===== config.mk =====
export PLATFORM = sky130hd
export DESIGN_NAME = sha_stream
export DESIGN_NICKNAME = d
export VERILOG_FILES = /design/src/rtl/sha_stream.sv
export SDC_FILE = /design/constraint.sdc
export NUM_CORES = 1
export LEC_CHECK = 0
export ABC_AREA = 1
export BUFFER_PORTS_ARGS = -buffer_cell sky130_fd_sc_hd__clkbuf_2
export CAP_MARGIN = 20
export CORE_AREA = 2 2 401 403
export DETAILED_ROUTE_END_ITERATION = 10
export DIE_AREA = 0 0 403 405
export MAX_ROUTING_LAYER = met4
export PLACE_DENSITY_LB_ADDON = 0.3
export RECOVER_POWER = 50
export SYNTH_ARGS = -nofsm -noshare
export SYNTH_HDL_FRONTEND = slang
export SYNTH_SLANG_ARGS = --single-unit

===== constraint.sdc =====
create_clock -name clk -period 3.8 [get_ports clk]
set_input_delay 0.38 -clock clk [delete_from_list [all_inputs] [get_ports clk]]
set_output_delay 0.38 -clock clk [all_outputs]
set_load 0.05 [all_outputs]

===== src/rtl/sha_stream.sv =====
// Byte-stream front end for sha: loads an Nl-byte message, pulses Enable, and returns the digest on a valid/ready port.
// Optional watchdog on the WAIT state is built when SHA_STREAM_TIMEOUT_EN is defined.
module sha_stream #(
  parameter int Nl = 64,
  parameter int Nk = 256,
  parameter int Nt = 4096
) (
  input  logic          clk,
  input  logic          rst,
  input  logic [7:0]    In_Data,
  input  logic          In_Valid,
  output logic          In_Ready,
  output logic [7:0]    Sha_Data [0:Nl-1],
  output logic          Sha_Enable,
  input  logic [Nk-1:0] Sha_Hash,
  input  logic          Sha_Ready,
  output logic [Nk-1:0] Out_Hash,
  output logic          Out_Valid,
  input  logic          Out_Ready,
  output logic          Busy,
  output logic          Error
);

  localparam int CW = $clog2(Nl + 1);
  localparam int IW = (Nl > 1) ? $clog2(Nl) : 1;

  typedef enum logic [1:0] {
    S_LOAD  = 2'd0,
    S_START = 2'd1,
    S_WAIT  = 2'd2,
    S_OUT   = 2'd3
  } state_t;

  state_t        state_q, state_d;
  logic [CW-1:0] cnt_q, cnt_d;
  logic [7:0]    buf_q [0:Nl-1];
  logic [7:0]    buf_d [0:Nl-1];
  logic [Nk-1:0] hash_q, hash_d;
  logic [IW-1:0] idx_s;
  logic          timeout_s;

  assign idx_s = cnt_q[IW-1:0];

`ifdef SHA_STREAM_TIMEOUT_EN
  localparam int TW = $clog2(Nt + 1);
  logic [TW-1:0] wd_q, wd_d;
  logic          err_q, err_d;

  // Watchdog counts WAIT cycles without Sha_Ready; the error flag is sticky until reset.
  always_comb begin
    timeout_s = (state_q == S_WAIT) && !Sha_Ready && (wd_q == TW'(Nt - 1));
    err_d     = err_q | timeout_s;
    if ((state_q == S_WAIT) && !Sha_Ready && !timeout_s) begin
      wd_d = wd_q + {{(TW-1){1'b0}}, 1'b1};
    end else begin
      wd_d = '0;
    end
  end

  // Watchdog registers.
  always_ff @(posedge clk or negedge rst) begin
    if (!rst) begin
      wd_q  <= '0;
      err_q <= 1'b0;
    end else begin
      wd_q  <= wd_d;
      err_q <= err_d;
    end
  end

  assign Error = err_q;
`else
  assign timeout_s = 1'b0;
  assign Error     = (Nt < 0) ? 1'b1 : 1'b0;
`endif

  // Next-state, byte capture and digest capture.
  always_comb begin
    state_d = state_q;
    cnt_d   = cnt_q;
    buf_d   = buf_q;
    hash_d  = hash_q;
    case (state_q)
      S_LOAD: begin
        if (In_Valid) begin
          buf_d[idx_s] = In_Data;
          if (cnt_q == CW'(Nl - 1)) begin
            cnt_d   = '0;
            state_d = S_START;
          end else begin
            cnt_d = cnt_q + {{(CW-1){1'b0}}, 1'b1};
          end
        end else begin
          cnt_d = cnt_q;
        end
      end
      S_START: state_d = S_WAIT;
      S_WAIT: begin
        if (Sha_Ready) begin
          hash_d  = Sha_Hash;
          state_d = S_OUT;
        end else if (timeout_s) begin
          state_d = S_LOAD;
        end else begin
          state_d = S_WAIT;
        end
      end
      S_OUT: begin
        if (Out_Ready) begin
          state_d = S_LOAD;
        end else begin
          state_d = S_OUT;
        end
      end
      default: state_d = S_LOAD;
    endcase
  end

  // State, counter, message buffer and digest registers.
  always_ff @(posedge clk or negedge rst) begin
    if (!rst) begin
      state_q <= S_LOAD;
      cnt_q   <= '0;
      hash_q  <= '0;
      for (int i = 0; i < Nl; i++) begin
        buf_q[i] <= 8'h00;
      end
    end else begin
      state_q <= state_d;
      cnt_q   <= cnt_d;
      hash_q  <= hash_d;
      for (int i = 0; i < Nl; i++) begin
        buf_q[i] <= buf_d[i];
      end
    end
  end

  // All handshake outputs decode the state register directly.
  assign In_Ready   = (state_q == S_LOAD);
  assign Sha_Enable = (state_q == S_START);
  assign Out_Valid  = (state_q == S_OUT);
  assign Busy       = (state_q != S_LOAD);
  assign Out_Hash   = hash_q;
  assign Sha_Data   = buf_q;

endmodule


## Yosys cells after proc, flatten, opt, wreduce, memory -nomap -nowiden

Cells that the tools add are included.
Widths: inputs -> output; s select.

| word-level totals | value |
|---|---|
| bits in registers | 777 |
| input bits | 269 |
| output and inout port bits | 773 |
| logic and storage cells | 92 |

| operators by class | value |
|---|---|
| $add $sub $neg | 1 |
| order comparisons | 2 |
| equality and inequality tests | 6 |
| mux-type cells | 9 |
| bitwise operators | 1 |
| reduce and logical (&&, ||, !) cells | 6 |

Operators with widths:

| kind | count |
|---|---|
| $bwmux 512 | 1 |
| $demux 8 s6 | 1 |
| $mux 8 | 1 |
| $pmux 2 s4 | 1 |
| $add 7x1->7 const B | 1 |
| $eq 7x6->1 const B | 1 |
| $ge 7x7->1 const B | 1 |
| $lt 7x1->1 const B | 1 |
| $mux 7 | 1 |
| $not 6->7 | 1 |
| $mux 2 | 3 |
| $reduce_and 2->1 | 3 |
| $eq 2x2->1 const B | 2 |
| $eq 2x1->1 const B | 1 |
| $logic_not 2->1 | 1 |
| $ne 2x1->1 const B | 1 |
| $ne 2x2->1 const B | 1 |
| $reduce_bool 2->1 | 1 |
| $logic_and 1x1->1 | 1 |
| $mux 1 | 1 |

## Longest topological paths before layout

Gate-level depths: netlist (run 1).

| depth | value |
|---|---|
| depth in word-level cells | 6 |
| depth in mapped cells | 9 |
| depth with buffers taken out | 6 |

## Worst setup path before layout (run 1)

OpenSTA, ideal clock, no wires.

| timing path | value |
|---|---|
| kind | register to register |
| from | reg state_q[1] |
| to | reg buf_q, in the netlist Sha_Data[408] |
| setup time | 0.119 ns |
| arrival | 1.911 ns |
| required time | 3.681 ns |
| path slack | 1.770 ns |
| stages on the path, launching flop included | 10 |
| path buffers | 3 |
| period minus slack after synthesis | 2.030 ns |
| cells stage by stage | dfrtp_1 -> nor2_2 -> nand2_4 -> inv_2 -> buf_4 -> buf_6 -> buf_2 -> nand2_1 -> nand2_1 -> nand2_1 |

| between the ends | value |
|---|---|
| longest elaborated chain between the ends | 2 |

RTL lines:

| element | RTL line | source |
|---|---|---|
| from (decl) | 34 | `state_t state_q, state_d;` |
| from (signal assigned) | 129 | `state_q <= state_d;` |
| $logic_not 2->1 | - |  |
| net In_Ready | 12 | `output logic In_Ready,` |
| $reduce_and 2->1 (no line) | - |  |
| to (signal, indexed assignment) | 133 | `buf_q[i] <= buf_d[i];` |
| to (decl) | 36 | `logic [7:0] buf_q [0:Nl-1];` |

The timed path passes the listed nets, and every way through them passes these cells.
A chain may end at the register's enable or synchronous reset.

==> impl_metrics.py, run 1 <==
metrics = {
    "global_route": {
        "grt_pass1_wl_um": 201400,
        "first_global_vias": 25984,
        "gr-usage-all-layers_pct": 17.76,
        "overflow": 0,
        "antenna_found_initial": 12,
        "grt_max_degree": 178,
    },
    "setup_path": {
        "endpoint": "Out_Hash[188]",
        "crit_buf_inv": 2,
        "path_depth": 2,
        "cp-start-kind": "input pin",
        "r2r_cells": 5,
        "arrival_ns": 3.14,
        "cp.required_ns": 3.94,
        "rrSetupSlack_ns": 0.86,
        "cp_cell_sequence": "dlygate4sd3_1 -> clkbuf_2",
        "rr_startpoint": "state_q[0]",
        "cp_slowest_cell": "clkbuf_2",
        "end_kind": "asynchronous set/reset pin",
        "r2r_end": "Out_Hash[59]",
        "crit_type": "in -> async",
        "critPathLaunch": "rst",
        "cpPeakStageDelay_ns": 2.02,
        "crit_family": "buffers and inverters",
        "cp_max_fo": 75,
    },
    "logic_synthesis": {
        "synth-compound-area-share_pct": 6.194,
        "yosys.area_share.simple_pct": 23.52,
        "syn-instance-count": 3092,
        "syn_nets": 3362,
        "synth_top_family_by_area": "simple AND/OR/NAND/NOR gates",
        "ys_seq_area_share_pct": 67.22,
        "avgSynthCellArea_um2": 9.355,
        "synth_area_um2": 28930,
        "ys_warn_count": 0,
        "ys_seq_elements": 777,
        "synthMuxAreaShare_pct": 0,
        "synth_fa_ha_area_share_pct": 0.04326,
        "yosys.area_share.xor_xnor_pct": 0.06056,
        "ys_types": 25,
    },
    "worst_hold_path": {
        "hp-start": "Sha_Hash[74]",
        "worstHoldPathType": "in -> reg",
    },
    "detailed_routing": {
        "dr_total_vias": 26286,
        "finalWirelength_um": 145500,
        "drtPass1Iterations": 8,
        "avgViaCountPerCell": 4.046,
        "drc": 0,
        "routedWlPerCell_um": 22.40,
        "antenna_left": 0,
        "drtIter0Drc": 2142,
    },
    "status": {
        "status": "finished, violations left",
        "violations": "max-capacitance violations, max-slew violations",
    },
    "clocking": {
        "cts_root_buf": "clkbuf_16",
        "worstSkewPairLatency_ns": 0.72,
        "cts_tree": "yes",
        "clkTransAtPathRegs_ns": 0.06,
        "cts_sinks": 777,
        "htree_levels": 3,
        "numCtsBuffers": 91,
        "clock_path_buffers": 3,
    },
    "sta": {
        "period_minus_slack_ns": 3.002,
        "slew_headroom_pct": -102.6,
        "rsz0062_at_grt": "false",
        "tns_ns": 0,
        "setup_viol": 0,
        "fin_skew_ns": 0.06326,
        "fmax_mhz": 333.1,
        "tightest_slew_ns": 3.039,
        "final_max_slew_viol_count": 69,
        "hold_viol": 0,
        "holdWs_ns": 0.05000,
        "post-route-period-util_pct": 79.00,
    },
    "placed_design": {
        "dpl_cell_area_um2": 36660,
        "placedCellCount": 6095,
        "dp_hpwl_um": 109600,
        "port_buffers": 1040,
        "gp_congestion": 0.9004,
    },
    "final_layout": {
        "final_cells": 6497,
        "postLayoutCoreUtil_pct": 26.09,
        "nNetsFinal": 4601,
        "mostFrequentLayoutCells": "nand2_1 (1,518), dfrtp_1 (777), clkbuf_2 (668)",
        "design_area_um2": 41560,
        "final_common_cell": "nand2_1",
        "area_growth_syn_to_layout_pct": 43.67,
        "fill_cells": 17328,
        "drive_gt1_share_pct": 19.89,
    },
    "floorplanning": {
        "fp.dieH_um": 405,
        "die_area_um2": 163200,
        "row_count": 147,
        "pin_count": 1042,
        "core_area_um2": 159300,
        "fp.dieW_um": 403,
        "start_util_pct": 18.16,
    },
    "pwr": {
        "power_density_nw_per_um2": 855.7,
        "p_leak_uw": 0.02116,
        "vdd_drop_max_v": 0.0004202,
    },
    "job": {
        "cap_violations": 1,
    },
}
registers in the layout (all words and copies together), names as in the netlist:
signal and flops:
Out_Hash 256, Sha_Data 512, cnt_q 7, state_q 2
stage by stage:
stage          power [uW]  setup slack [ns]
2_1_floorplan       21460             1.770
3_3_place_gp        26700             1.199
3_5_place_dp        26780             1.220
4_1_cts             36270             1.213
5_1_grt             37210            0.5242
6_report            35560            0.7982
cell type report:
class	instances	area (um^2)	share of cell area (%)
Sequential cell	777	19440	46.79
Multi-Input combinational cell	2105	8625	20.75
Timing Repair Buffer	1327	7629	18.36
Tap cell	2086	2610	6.281
Clock buffer	131	2557	6.154
Clock inverter	31	544.3	1.310
Inverter	29	120.1	0.2890
Antenna cell	11	27.53	0.06624
Yosys cell counts (all sizes together):
library cell,n,area (um^2)
nor2,48,200.2
a21boi,1,7.510
o21ai,354,1772
xor2,2,17.52
inv,27,101.4
ha,1,12.51
nand2,1520,5718
nand3,176,885.9
clkbuf,146,548.0
clkinv,2,7.510
conb,1,3.750
a21oi,1,5.000
dfrtp,777,19440
buf,35,195.2
o211ai,1,7.510
worst reg2reg max path: cells and delay by family, from the launching register on:
| family | cells | cell delay (ns) |
|---|---|---|
| DFF | 1 | 0.39 |
| buffers and inverters | 2 | 0.92 |
| and+or+nand+nor | 3 | 1.57 |
metal layers:
layer	share of wire (%)	vias up	global-route usage, %
li1	-	12271	-
met1	40	12778	20.56
met2	46	1022	27.33
met3	8.9	215	5.882
met4	5.5	0	9.324
met5	0	-	-
power by group:
group	internal [uW]	switching, uW	leakage [uW]	total (uW)
logic	2420	12400	0.00929	14800
registers	10400	1320	0.0104	11700
clock network	5280	3830	0.00151	9110
worst min path at each step:
stage | end | slack (ns) | depth (start not counted)
after global placement | Sha_Data[444] | 0.46 | 2
after CTS | Out_Hash[68] | 0.005 | 3
after detailed placement | Sha_Data[346] | 0.46 | 2
final | Out_Hash[74] | 0.05 | 3
after floorplan | Out_Hash[0] | 0.08 | 0
after global routing | Out_Hash[68] | 0.03 | 3
timing repair:
item                                   in CTS  in global routing
endpoints found under the hold margin     279                  0
hold buffers                              229                  0
resized for setup                           0                  0
setup buffers                               0                  0
cells by family after synthesis:
kind of cell               count (synthesis)
and+or+nand+nor                         1744
DFF                                      777
AOI/OAI and AO/OA                        357
buffers and inverters                    210
xor gates and xnor gates                   2
adders and majority gates                  1
other                                      1
No activity file was read; power rests on OpenSTA's default activity.
==> run 2, diff against run 1 <==
--- a/config.mk
+++ b/config.mk
@@ -5,7 +5,7 @@
 export SDC_FILE = /design/constraint.sdc
 export NUM_CORES = 1
 export LEC_CHECK = 0
-export ABC_AREA = 1
+export ABC_AREA = 0
 export BUFFER_PORTS_ARGS = -buffer_cell sky130_fd_sc_hd__clkbuf_2
 export CAP_MARGIN = 20
 export CORE_AREA = 2 2 401 403
==> constraint.sdc (replaced) <==
create_clock -name clk -period 2.7 [get_ports clk]
set_input_delay 0.27 -clock clk [delete_from_list [all_inputs] [get_ports clk]]
set_output_delay 0.27 -clock clk [all_outputs]
set_load 0.05 [all_outputs]
==> impl_metrics.py, run 2 <==
metrics = {
    "status": {
        "status": "finished, violations left",
        "violations": "max-capacitance violations, max-slew violations",
    },
    "clocking": {
        "cts_sinks": 777,
        "numCtsBuffers": 91,
        "cts_hold_buf": 259,
        "worstSkewPairLatency_ns": 0.70,
        "cts_tree": "yes",
        "clkTransAtPathRegs_ns": 0.06,
        "cts_root_buf": "clkbuf_16",
        "clock_path_buffers": 3,
        "cts_resized": 0,
        "htree_levels": 3,
        "cts_setup_buffers": 0,
    },
    "global_route": {
        "grt_pass1_wl_um": 171500,
        "first_global_vias": 22132,
        "overflow": 0,
        "gr-usage-all-layers_pct": 15.13,
        "grt_max_degree": 85,
        "antenna_found_initial": 39,
    },
    "pwr": {
        "p_leak_uw": 0.02081,
        "finalPower_uw": 48450,
        "vdd_drop_max_v": 0.001071,
        "power_density_nw_per_um2": 1133,
    },
    "setup_path": {
        "critPathLaunch": "cnt_q[2]",
        "crit_type": "reg -> reg",
        "rr_startpoint": "cnt_q[2]",
        "r2r_cells": 3,
        "arrival_ns": 2.89,
        "rrSetupSlack_ns": 0.35,
        "cp-start-kind": "flip-flop",
        "cp.required_ns": 3.25,
        "cp_max_fo": 14,
        "end_kind": "flip-flop",
    },
    "logic_synthesis": {
        "synth-edff-count": 0,
        "synth-main-ff-cell": "dfrtp_1",
        "syn-instance-count": 1772,
        "async_flop_share_pct": 100.0,
        "synthTopCellsByCount": "dfrtp_1 (777), mux2_2 (769), clkbuf_1 (91)",
        "avgSynthCellArea_um2": 16.56,
        "ys_warn_count": 0,
        "ys_types": 41,
        "syn_nets": 2042,
        "synth_area_leader_cell": "dfrtp_1",
        "yosysMostFrequentCell": "dfrtp_1",
        "ys_seq_elements": 777,
        "ys_seq_area_share_pct": 66.26,
        "synth_area_um2": 29340,
        "synth_top_area_share_pct": 66.26,
        "yosys-top-cells-area": "dfrtp_1 (66%), mux2_2 (30%), clkbuf_1 (1.2%)",
    },
    "sta": {
        "fmax_mhz": 426.3,
        "rsz0062_at_grt": "false",
        "setup_viol": 0,
        "hold_viol": 0,
        "tightest_slew_ns": 2.020,
        "post-route-period-util_pct": 86.87,
        "holdWs_ns": 0.1566,
        "fin_skew_ns": 0.03216,
        "final_max_slew_viol_count": 52,
        "period_minus_slack_ns": 2.346,
        "slew_headroom_pct": -34.67,
        "tns_ns": 0,
    },
    "floorplanning": {
        "die_area_um2": 163200,
        "fp.dieH_um": 405,
        "fp.dieW_um": 403,
        "core_area_um2": 159300,
        "row_count": 147,
        "start_util_pct": 18.42,
        "pin_count": 1042,
    },
    "final_layout": {
        "fill_cells": 16687,
        "drive_gt1_share_pct": 52.81,
        "area_growth_syn_to_layout_pct": 45.78,
        "largest_register_ff_count": 512,
        "mostFrequentLayoutCells": "dfrtp_1 (777), mux2_2 (769), clkbuf_2 (678)",
        "nNetsFinal": 3403,
        "final_common_cell": "dfrtp_1",
    },
    "placed_design": {
        "dp_hpwl_um": 92170,
        "port_buffers": 1040,
        "gp_congestion": 0.8324,
    },
    "worst_hold_path": {
        "worstHoldPathType": "in -> reg",
        "hp-start": "In_Data[4]",
        "whs_path_depth": 2,
    },
    "detailed_routing": {
        "drtIter0Drc": 990,
        "routedWlPerCell_um": 23.40,
        "dr_total_vias": 20892,
        "drc": 0,
        "avgViaCountPerCell": 3.942,
        "drtPass1Iterations": 5,
        "antenna_left": 0,
        "finalWirelength_um": 124000,
    },
    "job": {
        "cap_violations": 1,
    },
}
[run 2: cell count changes after synthesis, sizes merged, moves of 9 or more]
cell,previous run,this run
nor3,0,11
clkbuf,146,91
nand2,1520,5
buf,35,20
nor2,48,2
mux2,0,769
inv,27,3
nor3b,0,9
nand3,176,50
o21ai,354,3
[run 2: report_power, final]
part / switching, uW / internal [uW]
registers: 1640 / 14600
clock network: 5220 / 7160
logic: 15000 / 4820
[run 2: final cells by class]
class                   count  area [um^2]  share of cell area [%]
flip-flops and latches    777        19440                   45.45
diodes                     10        25.02                 0.05850
multi-input cells         881         9499                   22.21
clock buffers             140         2681                   6.268
repair buffers           1379         8203                   19.18
inverters                   3        11.26                 0.02632
well taps                2086         2610                   6.101
clock inverters            24        304.0                  0.7108
[run 2: critical path, stage by stage (launching register included)]
cell	delay, ns
dfrtp_1	0.53
nor2b_4	0.61
nand3_1	0.60
mux2_2	0.45
[run 2: worst paths after layout]
path,endpoint
min in group asynchronous,Sha_Data[399]
max reg2reg,Sha_Data[348]
min reg2reg,cnt_q[6]
max in group asynchronous,Out_Hash[131]
min,Sha_Data[148]
max,Sha_Data[348]
[run 2: cell families after synthesis]
| kind of cell | Yosys count | synth area share [%] |
|---|---|---|
| buffers and inverters | 114 | 1.543 |
| other | 1 | 0.01278 |
| DFF | 777 | 66.26 |
| xor gates and xnor gates | 2 | 0.05970 |
| and+or+nand+nor | 100 | 2.413 |
| muxes | 769 | 29.51 |
| AOI/OAI and AO/OA | 8 | 0.1577 |
| adders and majority gates | 1 | 0.04263 |
[run 2: stage by stage]
step	utilization (%)	cell area (um^2)	instances	setup WS [ns]
finish	26.86	42780	5300	0.3544
global route	26.85	42770	5296	0.1449
CTS	27.17	43280	5290	0.3131
detailed placement	23.67	37700	4867	0.3309
global placement	23.67	37700	4867	0.3212
floorplan	-	29340	1772	0.5927
[run 2: layer usage]
metal	GRT usage, %	wire [um]	share of wire [%]	vias up
met1	16.67	48240	39	10788
met5	-	0	0	-
met4	5.598	4898	3.9	0
met3	5.897	10920	8.8	241
li1	-	-	-	9029
met2	24.68	59950	48	834
==> run 3, diff against run 2 <==
==> config.mk (replaced) <==
export PLATFORM = sky130hd
export DESIGN_NAME = sha_stream
export DESIGN_NICKNAME = d
export VERILOG_FILES = /design/src/rtl/sha_stream.sv
export SDC_FILE = /design/constraint.sdc
export NUM_CORES = 1
export LEC_CHECK = 0
export ABC_AREA = 1
export BUFFER_PORTS_ARGS = -buffer_cell sky130_fd_sc_hd__clkbuf_2
export CAP_MARGIN = 20
export CORE_AREA = 2 2 410 412
export DETAILED_ROUTE_END_ITERATION = 10
export DIE_AREA = 0 0 412 414
export MAX_ROUTING_LAYER = met4
export PLACE_DENSITY_LB_ADDON = 0.3
export SETUP_SLACK_MARGIN = 0.4
export SYNTH_ARGS = -nofsm -noshare
export SYNTH_HDL_FRONTEND = slang
export SYNTH_SLANG_ARGS = --single-unit
==> impl_metrics.py, run 3 (synthesis results as in run 1) <==
metrics = {
    "global_route": {
        "grt_max_degree": 90,
        "first_global_vias": 26506,
        "antenna_found_initial": 13,
        "grt_pass1_wl_um": 202000,
        "gr-usage-all-layers_pct": 17.01,
        "overflow": 0,
    },
    "placed_design": {
        "port_buffers": 1040,
        "dp_hpwl_um": 110300,
        "dp_slack_ns": 0.3124,
        "gp_congestion": 0.9468,
    },
    "detailed_routing": {
        "dr_total_vias": 26721,
        "drtPass1Iterations": 5,
        "drc": 0,
        "antenna_left": 0,
        "routedWlPerCell_um": 21.90,
        "drtIter0Drc": 2088,
        "finalWirelength_um": 146400,
        "avgViaCountPerCell": 3.998,
    },
    "clocking": {
        "cts_tree": "yes",
        "clock_path_buffers": 3,
        "numCtsBuffers": 92,
        "cts_sinks": 777,
        "cts_root_buf": "clkbuf_16",
        "worstSkewPairLatency_ns": 0.72,
        "clkTransAtPathRegs_ns": 0.06,
        "htree_levels": 3,
    },
    "sta": {
        "tightest_slew_ns": 0.8030,
        "setup_slack_ns": 0.4909,
        "holdWs_ns": 0.09335,
        "slew_headroom_pct": 46.47,
        "post-route-period-util_pct": 81.82,
        "setup_viol": 0,
        "fin_skew_ns": 0.06323,
        "rsz0062_at_grt": "true",
        "tns_ns": 0,
        "final_max_slew_viol_count": 0,
        "fmax_mhz": 452.7,
        "hold_viol": 0,
        "period_minus_slack_ns": 2.209,
    },
    "setup_path": {
        "cp_max_fo": 13,
        "crit_type": "reg -> reg",
        "end_kind": "flip-flop",
        "cp-start-kind": "flip-flop",
        "arrival_ns": 2.76,
        "cp.required_ns": 3.25,
    },
    "final_layout": {
        "drive_gt1_share_pct": 29.56,
        "largest_register_ff_count": 512,
        "nNetsFinal": 4670,
        "fill_cells": 18050,
        "mostFrequentLayoutCells": "nand2_1 (1,512), clkbuf_2 (1,039), dfrtp_1 (777)",
        "area_growth_syn_to_layout_pct": 48.71,
        "final_common_cell": "nand2_1",
    },
    "floorplanning": {
        "die_area_um2": 170600,
        "fp.dieW_um": 412,
        "row_count": 150,
        "fp.dieH_um": 414,
        "pin_count": 1042,
        "core_area_um2": 166300,
        "start_util_pct": 17.40,
    },
    "pwr": {
        "vdd_drop_max_v": 0.0006107,
        "p_leak_uw": 0.02284,
        "power_density_nw_per_um2": 1184,
        "finalPower_uw": 50910,
    },
    "status": {
        "status": "finished, final reports clean",
    },
    "job": {
        "cap_violations": 0,
    },
    "worst_hold_path": {
        "worstHoldPathType": "in -> reg",
    },
}
## run 3: changes by cell type in the layout (fill, tap and decap cells not counted), sizes merged, moves of 6 or more
cell,delta
nor2,+46
mux2,-769
diode,-6
clkinv,+10
nor3b,-9
clkbuf,-11
nand3,+126
o21ai,+351
inv,+24
buf,+16
nor3,-11
nand2,+1515
## run 3: routing by layer
metal / up-vias / wire length (um) / part of all wire (%) / GRT usage [%]
met3: 230 / 11700 / 8.0 / 4.878
met5: - / 0 / 0 / -
met4: 0 / 7996 / 5.5 / 8.258
met1: 12986 / 59120 / 40 / 19.89
met2: 1093 / 67580 / 46 / 26.70
li1: 12412 / - / - / -
## run 3: final cells by class
type,count,area (um^2),share of cell area [%]
Sequential cell,777,19440,45.20
Clock buffer,132,2743,6.376
Inverter,29,121.4,0.2822
Clock inverter,38,478.0,1.111
Multi-Input combinational cell,2105,8675,20.17
Tap cell,2204,2758,6.411
Timing Repair Buffer,1395,8786,20.43
Antenna cell,4,10.01,0.02327
## run 3: metrics by stage
stage / std cells / utilization, % / area, um^2
2_1_floorplan: 3092 / - / 28930
3_3_place_gp: 6248 / 22.33 / 37130
3_5_place_dp: 6248 / 22.33 / 37130
4_1_cts: 6680 / 25.85 / 42980
5_1_grt: 6682 / 25.86 / 43010
6_report: 6684 / 25.87 / 43010
## run 3: repair_timing
item	4_1_cts	5_1_grt
endpoints found under the setup margin	8	54
resized for setup	1	10
buffers inserted	0	0
hold buffers	262	0
endpoints found under the hold margin	390	0
## run 3: final timing paths
| check | slack (ns) | startpoint | endpoint | depth (start not counted) |
|---|---|---|---|---|
| worst max-delay path | 0.49 | state_q[1] | Sha_Data[374] | 6 |
| worst min-delay path | 0.09 | In_Data[6] | Sha_Data[406] | 3 |
| worst max register to register | 0.49 | state_q[1] | Sha_Data[374] | 6 |
| worst min register to register | 0.47 | Sha_Data[250] | Sha_Data[250] | 2 |
| max in group asynchronous | 1.48 | rst | Out_Hash[159] | 3 |
| min in group asynchronous | 0.14 | rst | Sha_Data[121] | 2 |
## run 3: power breakdown
| part | internal (uW) | total, uW | switching, uW |
|---|---|---|---|
| combinational | 4030 | 21100 | 17000 |
| clock | 7700 | 13200 | 5490 |
| sequential | 14600 | 16600 | 2080 |
## run 3: critical path, stage by stage (launching register included)
cell and delay, ns:
dfrtp_1 0.45, nor2_2 0.21, nand2_4 0.18, nor2_4 0.49, nand2_1 0.52, nand2_1 0.17, nand2_1 0.06
